--- src/rtl/tile_fb_ctrl.sv ---
// Tile framebuffer RAM arbiter: scan-out owns the RAM in active video, the clear
// engine then the write port share blanking. Define TILE_FB_WR_ERR_EN for sticky wr_err.
module tile_fb_ctrl #(
  parameter int HPIXELS = 640,
  parameter int VPIXELS = 480,
  parameter int TILE_PX = 20,
  parameter int HTILES  = 32,
  parameter int VTILES  = 24,
  parameter int ADDR_W  = 10,
  parameter int COLOR_W = 8
) (
  input  logic               clk,
  input  logic               rst_n,
  input  logic [9:0]         hc,
  input  logic [9:0]         vc,
  output logic [COLOR_W-1:0] pix_color,
  input  logic               wr_valid,
  output logic               wr_ready,
  input  logic [ADDR_W-1:0]  wr_addr,
  input  logic [COLOR_W-1:0] wr_data,
  input  logic               clr_start,
  input  logic [COLOR_W-1:0] clr_color,
  output logic               clr_busy,
  output logic               clr_done,
  output logic [ADDR_W-1:0]  ram_addr,
  output logic               ram_we,
  output logic [COLOR_W-1:0] ram_wdata,
  input  logic [COLOR_W-1:0] ram_rdata
`ifdef TILE_FB_WR_ERR_EN
  ,
  output logic               wr_err
`endif
);

  localparam int NTILES = HTILES * VTILES;
  localparam logic [ADDR_W-1:0] LAST_TILE = ADDR_W'(NTILES - 1);

  typedef enum logic [1:0] {IDLE, CLEAR, DONE} state_t;

  state_t             state, state_nx;
  logic [ADDR_W-1:0]  ptr, ptr_nx;
  logic [COLOR_W-1:0] col, col_nx;
  logic               active, act_d1;
  logic [9:0]         tile_x, tile_y;
  logic [ADDR_W-1:0]  scan_addr;
  logic               wr_hit, wr_oob;

  assign active    = (hc < 10'(HPIXELS)) && (vc < 10'(VPIXELS));
  assign tile_x    = hc / 10'(TILE_PX);
  assign tile_y    = vc / 10'(TILE_PX);
  assign scan_addr = ADDR_W'(tile_y * 10'(HTILES) + tile_x);

  assign wr_ready = !active && (state == IDLE) && !clr_start;
  assign wr_hit   = wr_valid && wr_ready;
  assign wr_oob   = wr_addr >= ADDR_W'(NTILES);
  assign clr_busy = (state != IDLE);
  assign clr_done = (state == DONE);

  always_comb begin
    state_nx  = state;
    ptr_nx    = ptr;
    col_nx    = col;
    ram_we    = 1'b0;
    ram_addr  = '0;
    ram_wdata = '0;
    if (active) ram_addr = scan_addr;
    unique case (state)
      IDLE: begin
        if (clr_start) begin
          state_nx = CLEAR;
          ptr_nx   = '0;
          col_nx   = clr_color;
        end else if (wr_hit && !wr_oob) begin
          ram_we    = 1'b1;
          ram_addr  = wr_addr;
          ram_wdata = wr_data;
        end
      end
      CLEAR: begin
        // pointer only moves on cycles where the write actually lands
        if (!active) begin
          ram_we    = 1'b1;
          ram_addr  = ptr;
          ram_wdata = col;
          ptr_nx    = ptr + ADDR_W'(1);
          if (ptr == LAST_TILE) state_nx = DONE;
        end
      end
      DONE:    state_nx = IDLE;
      default: state_nx = IDLE;
    endcase
    if (!rst_n) begin
      ram_we    = 1'b0;
      ram_wdata = '0;
    end
  end

  always_ff @(posedge clk) begin
    if (!rst_n) begin
      state     <= IDLE;
      ptr       <= '0;
      col       <= '0;
      act_d1    <= 1'b0;
      pix_color <= '0;
    end else begin
      state     <= state_nx;
      ptr       <= ptr_nx;
      col       <= col_nx;
      act_d1    <= active;
      pix_color <= act_d1 ? ram_rdata : '0;
    end
  end

`ifdef TILE_FB_WR_ERR_EN
  always_ff @(posedge clk) begin
    if (!rst_n)                        wr_err <= 1'b0;
    else if (state == IDLE && clr_start) wr_err <= 1'b0;
    else if (wr_hit && wr_oob)         wr_err <= 1'b1;
  end
`else
  // out-of-range writes are simply dropped
`endif

endmodule

--- config.mk ---
export PLATFORM = sky130hd
export DESIGN_NAME = tile_fb_ctrl
export DESIGN_NICKNAME = d
export VERILOG_FILES = /design/src/rtl/tile_fb_ctrl.sv
export SDC_FILE = /design/constraint.sdc
export NUM_CORES = 1
export LEC_CHECK = 0
export CORE_MARGIN = 4
export CORE_UTILIZATION = 44
export CTS_BUF_LIST = sky130_fd_sc_hd__clkbuf_4 sky130_fd_sc_hd__clkbuf_8
export DETAILED_ROUTE_END_ITERATION = 16
export PLACE_DENSITY = 0.79
export SLEW_MARGIN = 20
export SYNTH_ARGS = -nofsm -noshare
export SYNTH_HDL_FRONTEND = slang
export SYNTH_SLANG_ARGS = --single-unit
--- constraint.sdc ---
create_clock -name clk -period 3.3 [get_ports clk]
set_input_delay 0.495 -clock clk [delete_from_list [all_inputs] [get_ports clk]]
set_output_delay 0.495 -clock clk [all_outputs]
set_load 0.01 [all_outputs]
Word-level counts from Yosys, hierarchy flattened

Cells that the tools add are included.

$add $sub $neg: 2
Divide/modulo/power cells: 2
$lt $le $gt $ge: 3
Equal/unequal tests: 6
Mux-type cells: 22
Reduce and logical (&&, ||, !) cells: 15

Operators with widths:

| operator                                                    | count |
|---|---|
| 2-to-1 mux 10 bit                                           | 6 |
| one-hot mux 10 bit (2 select lines)                         | 2 |
| 2-to-1 mux 8 bit                                            | 4 |
| divider 10 x 5 -> 10 bit, second input constant             | 2 |
| one-hot mux 8 bit (2 select lines)                          | 1 |
| adder 10 x 1 -> 10 bit, second input constant               | 1 |
| adder 10 bit                                                | 1 |
| == test 10 bit, second input constant                       | 1 |
| greater-or-equal comparator 10 bit, second input constant   | 1 |
| less-than comparator 10 bit, second input constant          | 1 |
| less-than comparator 10 x 9 -> 1 bit, second input constant | 1 |
| 2-to-1 mux 2 bit                                            | 3 |
| inequality test 2 bit, second input constant                | 3 |
| AND reduction 3 bit                                         | 2 |
| logical AND 1 bit                                           | 5 |
| 2-to-1 mux 1 bit                                            | 4 |
| one-hot mux 2 bit (2 select lines)                          | 1 |
| AND reduction 2 bit                                         | 2 |
| nonzero test 2 bit                                          | 2 |
| logical NOT 1 bit                                           | 3 |
| == test 2 x 1 -> 1 bit, second input constant               | 1 |
| == test 2 bit, second input constant                        | 1 |
| logical NOT 2 bit                                           | 1 |
| one-hot mux 1 bit (2 select lines)                          | 1 |

Register bits: 29
Input port bits: 58
Output and inout bits: 30

Logic depth before layout (Yosys ltp)

Gate-level depths: netlist of run 1.

Word-level depth: 11
Gate-level depth with buffers: 14
Depth with buffers taken out: 12

Worst setup path before layout of run 1

OpenSTA, ideal clock, no wires.

Path kind: input to output
Start: input vc[6]
End: output ram_addr[6]
Data arrival time: 3.010 ns
Required time: 2.805 ns
Slack: -0.205 ns
Cell stages on the path: 12
Path through: clkbuf_8 > or3b_1 > a21oi_1 > a21oi_1 > o32ai_1 > a2bb2oi_2 > maj3_2 > o22ai_2 > ha_1 > ha_1 > a222oi_1 > inv_1

Cells in the longest elaborated chain, start to end: 10
Elaborated cells between the ends (all ways): 14
Those cells by class: add/sub: 1; div: 1; order compare: 1; mux: 5; reduce/logical: 6

Ends and longest elaborated chain:

| item                                                             | line | source |
|---|---|---|
| from (decl)                                                      | 15   | `input logic [9:0] vc,` |
| branches (longest 9 deep; another with divider 10 x 5 -> 10 bit) | n/a  |  |
| one-hot mux 10 bit (2 select lines) *                            | 67   | `unique case (state)` |
| to (decl)                                                        | 25   | `output logic [ADDR_W-1:0] ram_addr,` |

Mark *: on every way between the ends.

Worst setup path after layout of run 1

Start: input vc[5]
End: output ram_addr[6]

The elaborated chain is that of the path after synthesis.

==> results of run 1 <==
==> path summary, 6_finish.rpt <==
kind / startpoint / to / slack, ps / cells past startpoint
max: vc[5] / ram_addr[6] / -380 / 13
max reg2reg: state[0] / ptr[6] / 1630 / 6
min reg2reg: col[1] / col[1] / 460 / 2
min: col[1] / col[1] / 460 / 2
==> synth_stat cells, drive strengths merged, types with 3 or more instances <==
cell,count,area share (%)
nor3,9,1.6
nand3b,3,0.81
o21a,3,0.81
and2,6,1.4
ha,3,1.4
nand4,3,0.68
nor3b,4,1.1
a31oi,5,1.1
or2b,3,0.90
a22oi,18,5.4
clkbuf,23,4.2
nor2b,6,1.4
xnor2,7,2.2
and3,14,3.2
nand2b,6,1.4
o21ai,20,3.6
o211ai,4,1.1
nand3,10,1.8
a211oi,3,0.81
a21boi,9,2.4
nor2,37,5.0
mux2i,4,1.4
a21o,5,1.4
a22o,3,0.95
xor2,7,2.2
a21oi,18,3.3
o22ai,4,1.1
inv,13,1.8
buf,9,2.3
nand2,38,5.2
a222oi,5,1.8
dfxtp,29,21
==> cell families after synthesis <==
logic type / synth area share (%)
DFF: 20.97
and+or+nand+nor: 28.97
xor gates and xnor gates: 4.428
adders and majority gates: 1.762
muxes: 2.259
buffers and inverters: 8.721
AOI/OAI and AO/OA: 32.90
==> report_power, final <==
part | switching, mW | internal, mW | total (mW)
clock network | 0.133 | 0.174 | 0.307
registers | 0.00879 | 0.360 | 0.369
logic | 0.270 | 0.310 | 0.580
==> registers in the layout, summed over array words and instances, names as in the netlist <==
signal and flops:
ptr 10, pix_color 8, col 8, state 2
act_d1 1
==> cell type report <==
type | instances | area share, %
clock buffer | 8 | 1.995
inverter | 13 | 1.066
multi-input combinational | 303 | 47.60
sequential | 29 | 12.68
tap | 75 | 2.049
timing repair buffer | 181 | 34.62
==> through the flow <==
step / hold WS (ps) / worst slack (ps) / cells / utilization, %
after floorplan: 443.2 / -159.6 / 378 / -
after global placement: 450.8 / -1175 / 582 / 68.48
after detailed placement: 457.9 / -1284 / 582 / 68.48
after CTS: 465.8 / -404.9 / 602 / 73.34
after global routing: 493.6 / -539.4 / 609 / 76.00
final: 463.5 / -383.5 / 609 / 76.00
==> layer usage <==
layer | routed length, µm | vias to the layer above | part of all wire (%) | global-route usage, %
met2 | 5297 | 180 | 52 | 47.53
met1 | 4090 | 1718 | 40 | 31.30
met5 | 0 | - | 0 | 0
met3 | 683 | 23 | 6.6 | 3.500
met4 | 202 | 0 | 2.0 | 9.205
li1 | - | 1705 | - | -
==> worst reg2reg max path: stages (launching register included) <==
cell and delay [ps]:
dfxtp_1 550, nor3b_2 310, buf_6 200, buf_4 140, nand4_1 100, xor2_1 180
nor2_1 70
==> repair_timing <==
item                       4_1_cts  5_1_grt
gates resized for setup         85       31
pin swaps                       24       17
setup buffers                   11        7
setup endpoints to repair       19       11
cloned                           1        0
==> key figures, run 1 <==
Outcome
  • Status: finished, violations left
  • Failing checks: setup timing

Setup path
  • CP max stage cell: o311a_1
  • Critical path capture point type: output port
  • CP Buf/Inv Count: 3
  • CP top delay family: compound AO/OA/AOI/OAI gates
  • WP data required: 2800 ps
  • Slowest cell delay on critical path: 360 ps
  • Critical-path cell list: clkdlybuf4s15_2 -> nand4b_1 -> o221ai_2 -> or2_1 -> o311a_1 -> a2bb2oi_2 -> maj3_2 -> o22ai_4 -> ha_4 -> ha_4 -> a222oi_1 -> inv_1 -> buf_2
  • CP most frequent cell: ha_4
  • Crit-path max FO: 4
  • Crit path DAT: 3190 ps
  • Startpoint types: primary input
  • CP Class: primary input to output port

Place
  • # port buffers: 83
  • Placed inst area: 0.004126 mm²
  • Post-DP HPWL: 7.043 mm
  • RD Place Congestion: 1.003

GRT
  • Largest net degree at the start of global routing: 22
  • Remaining global-route overflow: 0
  • Vias in the first global route: 3462
  • Tot GR Track Use: 26.24%
  • First-pass GRT wire length: 16.17 mm
  • Initial antenna violation count: 0

Finish
  • Share of layout cells above drive strength 1: 30.90%
  • Final net count: 594
  • Area added between synthesis and finish: 65.39%
  • Commonest non-fill, non-tap cell in the layout: buf_4
  • Sequential Area: 580.6 µm²
  • Most frequent cells in the layout: 86 x buf_4, 65 x clkdlybuf4s50_1, 38 x nand2_1, 36 x nor2_1, 29 x dfxtp_1
  • Layout filler cell count: 411
  • N_diodes: 0
  • Multi-input gate area: 0.002180 mm²
  • Finished Cell Area: 0.004579 mm²

Timing
  • Setup TNS: -1670 ps
  • Setup-failing EPs final: 5
  • Fmax: 271.5 MHz
  • Fin worst setup slack: -383.5 ps
  • RSZ-0062 raised after global routing: yes
  • Final worst path period share: 111.6%
  • Max Clock Skew: 9.873 ps
  • Hold Fails Final Rpt: 0
  • Headroom to the max-slew limit: 71.53%
  • Tmin final: 3683 ps
  • Pins Over Slew Limit: 0
  • Least-Margin Pin Slew: 425.2 ps

Yosys
  • Post-synth top flop: dfxtp_1
  • Count of cell types in the netlist: 78
  • Synth Register Bits: 29
  • Mapped Area: 0.002769 mm²
  • Yosys Warn Count: 0
  • FFs w/ async S/R, synth: 0%
  • Cell count after synthesis: 378
  • Mean Syn Cell Area: 7.325 µm²
  • Sequential area share after synthesis: 20.97%
  • Net Count, Synth: 439
  • EDFF count, synth: 0

Floorplan
  • Initial core utilization: 45.95%
  • Die area: 0.007627 mm²
  • Standard-cell rows: 28
  • Core Area: 0.006026 mm²
  • Die Ht: 87.33 µm
  • Die W: 87.33 µm
  • IO Count: 88

Clock tree
  • Clock Path Buffers: 2
  • Post-CTS Hold Buffers: 0
  • CTS tree: done
  • Worst-path clk slew: 60 ps
  • Clk_lat worst skew: 290 ps
  • CTS HTree Levels: 2
  • Clk Tree Root Cell: clkbuf_8
  • CTS sink count: 29
  • Number of buffers created by CTS: 5

Detailed routing
  • Via count: 3626
  • Antenna viol nets, final: 0
  • DR pass1 iterations: 5
  • Wire per inst: 16.87 µm
  • Residual DRC: 0
  • Final WL: 10.27 mm
  • 1st-iter DRT viols: 169
  • Vias per cell: 5.954

Power and ir drop
  • Worst VDD drop: 232.5 µV
  • Cell Pwr Density: 274.3 mW/mm²
  • Leak pwr: 1.923 nW
  • Design Power: 1.256 mW

Worst hold path
  • HP Class: flip-flop to flip-flop

Run
  • Max-cap violations: 0
No activity file was read; power rests on OpenSTA's default activity.
==> run 2: changes to the inputs <==
Settings changed: CAP_MARGIN set to 5, CORE_UTILIZATION 44 to 23, PLACE_DENSITY 0.79 to 0.46.
==> run 2 against run 1 <==
The run still ends with setup timing left. Wire length is 0.43% higher. Setup slack worse by 17 ps. Flip-flop and latch count stayed put. First-iteration DRC count is 15% higher. Core utilization is 34 points lower. Combinational power is 2% higher. Maximum frequency is 0.45% lower. Via count is 5.5% lower. Global-route usage is 12 points lower. Sequential power hardly changed. Worst hold slack worse by 1.0 ps. Critical path type unchanged. Critical endpoint unchanged.
==> key figures, run 2 (synthesized netlist as in run 1, its figures left out) <==
Setup path
  • Number of stages on the worst setup path: 13 (unchanged)
  • Launch point of the worst path: vc[9]
  • CP most frequent cell: ha_4
  • CP Class: primary input to output port
  • Startpoint types: primary input
  • Critical path capture point type: output port
  • Critical-path cell list: buf_8 -> or2b_4 -> o221ai_2 -> or2_1 -> o311a_1 -> a2bb2oi_2 -> maj3_2 -> o22ai_4 -> ha_4 -> ha_4 -> a222oi_1 -> inv_1 -> buf_2
  • CP Buf/Inv Count: 3 (unchanged)
  • CP top delay family: compound AO/OA/AOI/OAI gates
  • Crit path DAT: 3210 ps (+20 ps)
  • Reg2reg end: ptr[8]
  • Reg2Reg Setup Slack: 1720 ps (+90 ps)
  • Slowest cell delay on critical path: 430 ps (+70 ps)
  • Crit path capture: ram_addr[6]
  • CP max stage cell: a222oi_1
  • RR Startpoint: state[0]
  • WP data required: 2800 ps (about the same)
  • Crit-path max FO: 9 (+5)
  • Worst R2R Path Depth: 4 (-2)

Detailed routing
  • Via count: 3428 (-5.5%)
  • Antenna viol nets, final: 0 (unchanged)
  • Residual DRC: 0 (unchanged)
  • Final WL: 10.32 mm (+0.43%)
  • 1st-iter DRT viols: 194 (+15%)
  • DR pass1 iterations: 5 (unchanged)
  • Wire per inst: 15.04 µm (-11%)
  • Vias per cell: 4.997 (-16%)

Floorplan
  • Die Ht: 117.7 µm (+35%)
  • Initial core utilization: 23.84% (-22 points)
  • IO Count: 88 (unchanged)
  • Die W: 117.7 µm (+35%)
  • Die area: 0.01386 mm² (+82%)
  • Standard-cell rows: 39 (+39%)
  • Core Area: 0.01161 mm² (+93%)

Run
  • Max-cap violations: 0 (unchanged)

Clock tree
  • CTS sink count: 29 (unchanged)
  • Clk_lat worst skew: 280 ps (about the same)
  • Worst-path clk slew: 70 ps (about the same)
  • Clock Path Buffers: 2 (unchanged)
  • CTS tree: done
  • CTS HTree Levels: 2 (unchanged)
  • Number of buffers created by CTS: 5 (unchanged)
  • Post-CTS Hold Buffers: 0 (unchanged)
  • Clk Tree Root Cell: clkbuf_8

GRT
  • Largest net degree at the start of global routing: 22 (unchanged)
  • Tot GR Track Use: 14.09% (-12 points)
  • Initial antenna violation count: 0 (unchanged)
  • Remaining global-route overflow: 0 (unchanged)
  • Vias in the first global route: 3371 (-2.6%)
  • First-pass GRT wire length: 16.66 mm (+3.0%)

Finish
  • Top flop regs: ptr x10, col x8, pix_color x8
  • Final Core Density: 41.64% (-34 points)
  • Max FFs per register: 10 (unchanged)
  • Area added between synthesis and finish: 74.65%
  • Final net count: 603 (+1.5%)
  • Commonest non-fill, non-tap cell in the layout: buf_4
  • N_diodes: 0 (unchanged)
  • Post-route insts no fill: 686 (+13%)
  • Most frequent cells in the layout: 91 x buf_4, 53 x clkdlybuf4s50_1, 38 x nand2_1, 34 x nor2_1, 29 x dfxtp_1
  • Share of layout cells above drive strength 1: 34.07% (+3.2 points)
  • Most flops, register: ptr

Worst hold path
  • HP Class: flip-flop to flip-flop

Timing
  • Tmin final: 3700 ps (+16.66 ps)
  • Headroom to the max-slew limit: 69.66% (-1.9 points)
  • Hold Fails Final Rpt: 0 (unchanged)
  • Least-Margin Pin Slew: 453.1 ps (+27.86 ps)
  • Max Clock Skew: 6.453 ps (-3.420 ps)
  • Pins Over Slew Limit: 0 (unchanged)
  • RSZ-0062 raised after global routing: yes
  • Final hold slack: 462.4 ps (-1.034 ps)
  • Setup-failing EPs final: 5 (unchanged)
  • Setup TNS: -1304 ps (+365.8 ps)
  • Fmax: 270.3 MHz (-0.45%)
  • Final worst path period share: 112.1% (+0.50 points)
  • Fin worst setup slack: -400.1 ps (-16.66 ps)

Outcome
  • Status: finished, violations left
  • Failing checks: setup timing

Power and ir drop
  • Worst VDD drop: 199.8 µV (-14%)
  • Cell Pwr Density: 279.5 mW/mm² (+1.9%)
  • Leak pwr: 2.184 nW (+14%)

Place
  • # port buffers: 83 (unchanged)
  • Placed instance count: 654 (+12%)
  • RD Place Congestion: 0.8308 (-17%)
  • Post-DP HPWL: 7.589 mm (+7.7%)
  • Pre-CTS setup slack: -1408 ps (-124.3 ps)
run 2: power by group:
group | total, mW | leakage, nW | internal [mW] | switching, mW
Combinational | 0.591 | 1.89 | 0.321 | 0.270
Clock | 0.392 | 0.0619 | 0.254 | 0.137
Sequential | 0.369 | 0.236 | 0.360 | 0.00884
run 2: worst min path at each step:
stage                start  endpoint  slack (ps)  cells after the start
floorplan           col[0]    col[0]         440                      2
global placement    col[5]    col[5]         450                      2
detailed placement  col[5]    col[5]         460                      2
CTS                 col[5]    col[5]         470                      2
global route        col[5]    col[5]         490                      2
finish              col[5]    col[5]         460                      2
run 2: metal layers:
| layer | up-vias | global-route usage [%] | routed length [µm] |
|---|---|---|---|
| li1 | 1721 | - | - |
| met5 | - | 0 | 0 |
| met1 | 1615 | 18.56 | 4784 |
| met3 | 5 | 3.796 | 656 |
| met4 | 0 | 1.758 | 38 |
| met2 | 87 | 23.72 | 4838 |
run 2: repair_timing:
action / 4_1_cts / 5_1_grt
gates cloned: 1 / 1
setup endpoints to repair: 19 / 19
setup buffers: 13 / 9
gates resized for setup: 98 / 51
pin swaps: 27 / 27
run 2: worst min-delay path: stages, from the launching register on:
cell and delay, ps:
dfxtp_1 310, nand2_1 50, a21boi_0 60
run 2: layout make-up:
cell class | instances | area (µm²)
fill | 1198 | 6778
multi-input combinational | 303 | 2233
timing repair buffer | 190 | 1674
sequential | 29 | 580.6
tap | 143 | 178.9
clock buffer | 7 | 90.09
inverter | 13 | 48.80
clock inverter | 1 | 30.03
run 2: metrics by stage:
step	cell area [µm²]	power, mW
after floorplan	2808	0.6337
after global placement	4242	0.8811
after detailed placement	4242	0.8841
after CTS	4617	1.317
after global routing	4836	1.427
final	4836	1.352
==> run 3: changes to the inputs <==
Settings changed: CTS_CLUSTER_SIZE set to 12, GPL_ROUTABILITY_DRIVEN set to 0.
==> results of run 3 <==
No change in the layout: final DEF, timing and power equal those of run 2.
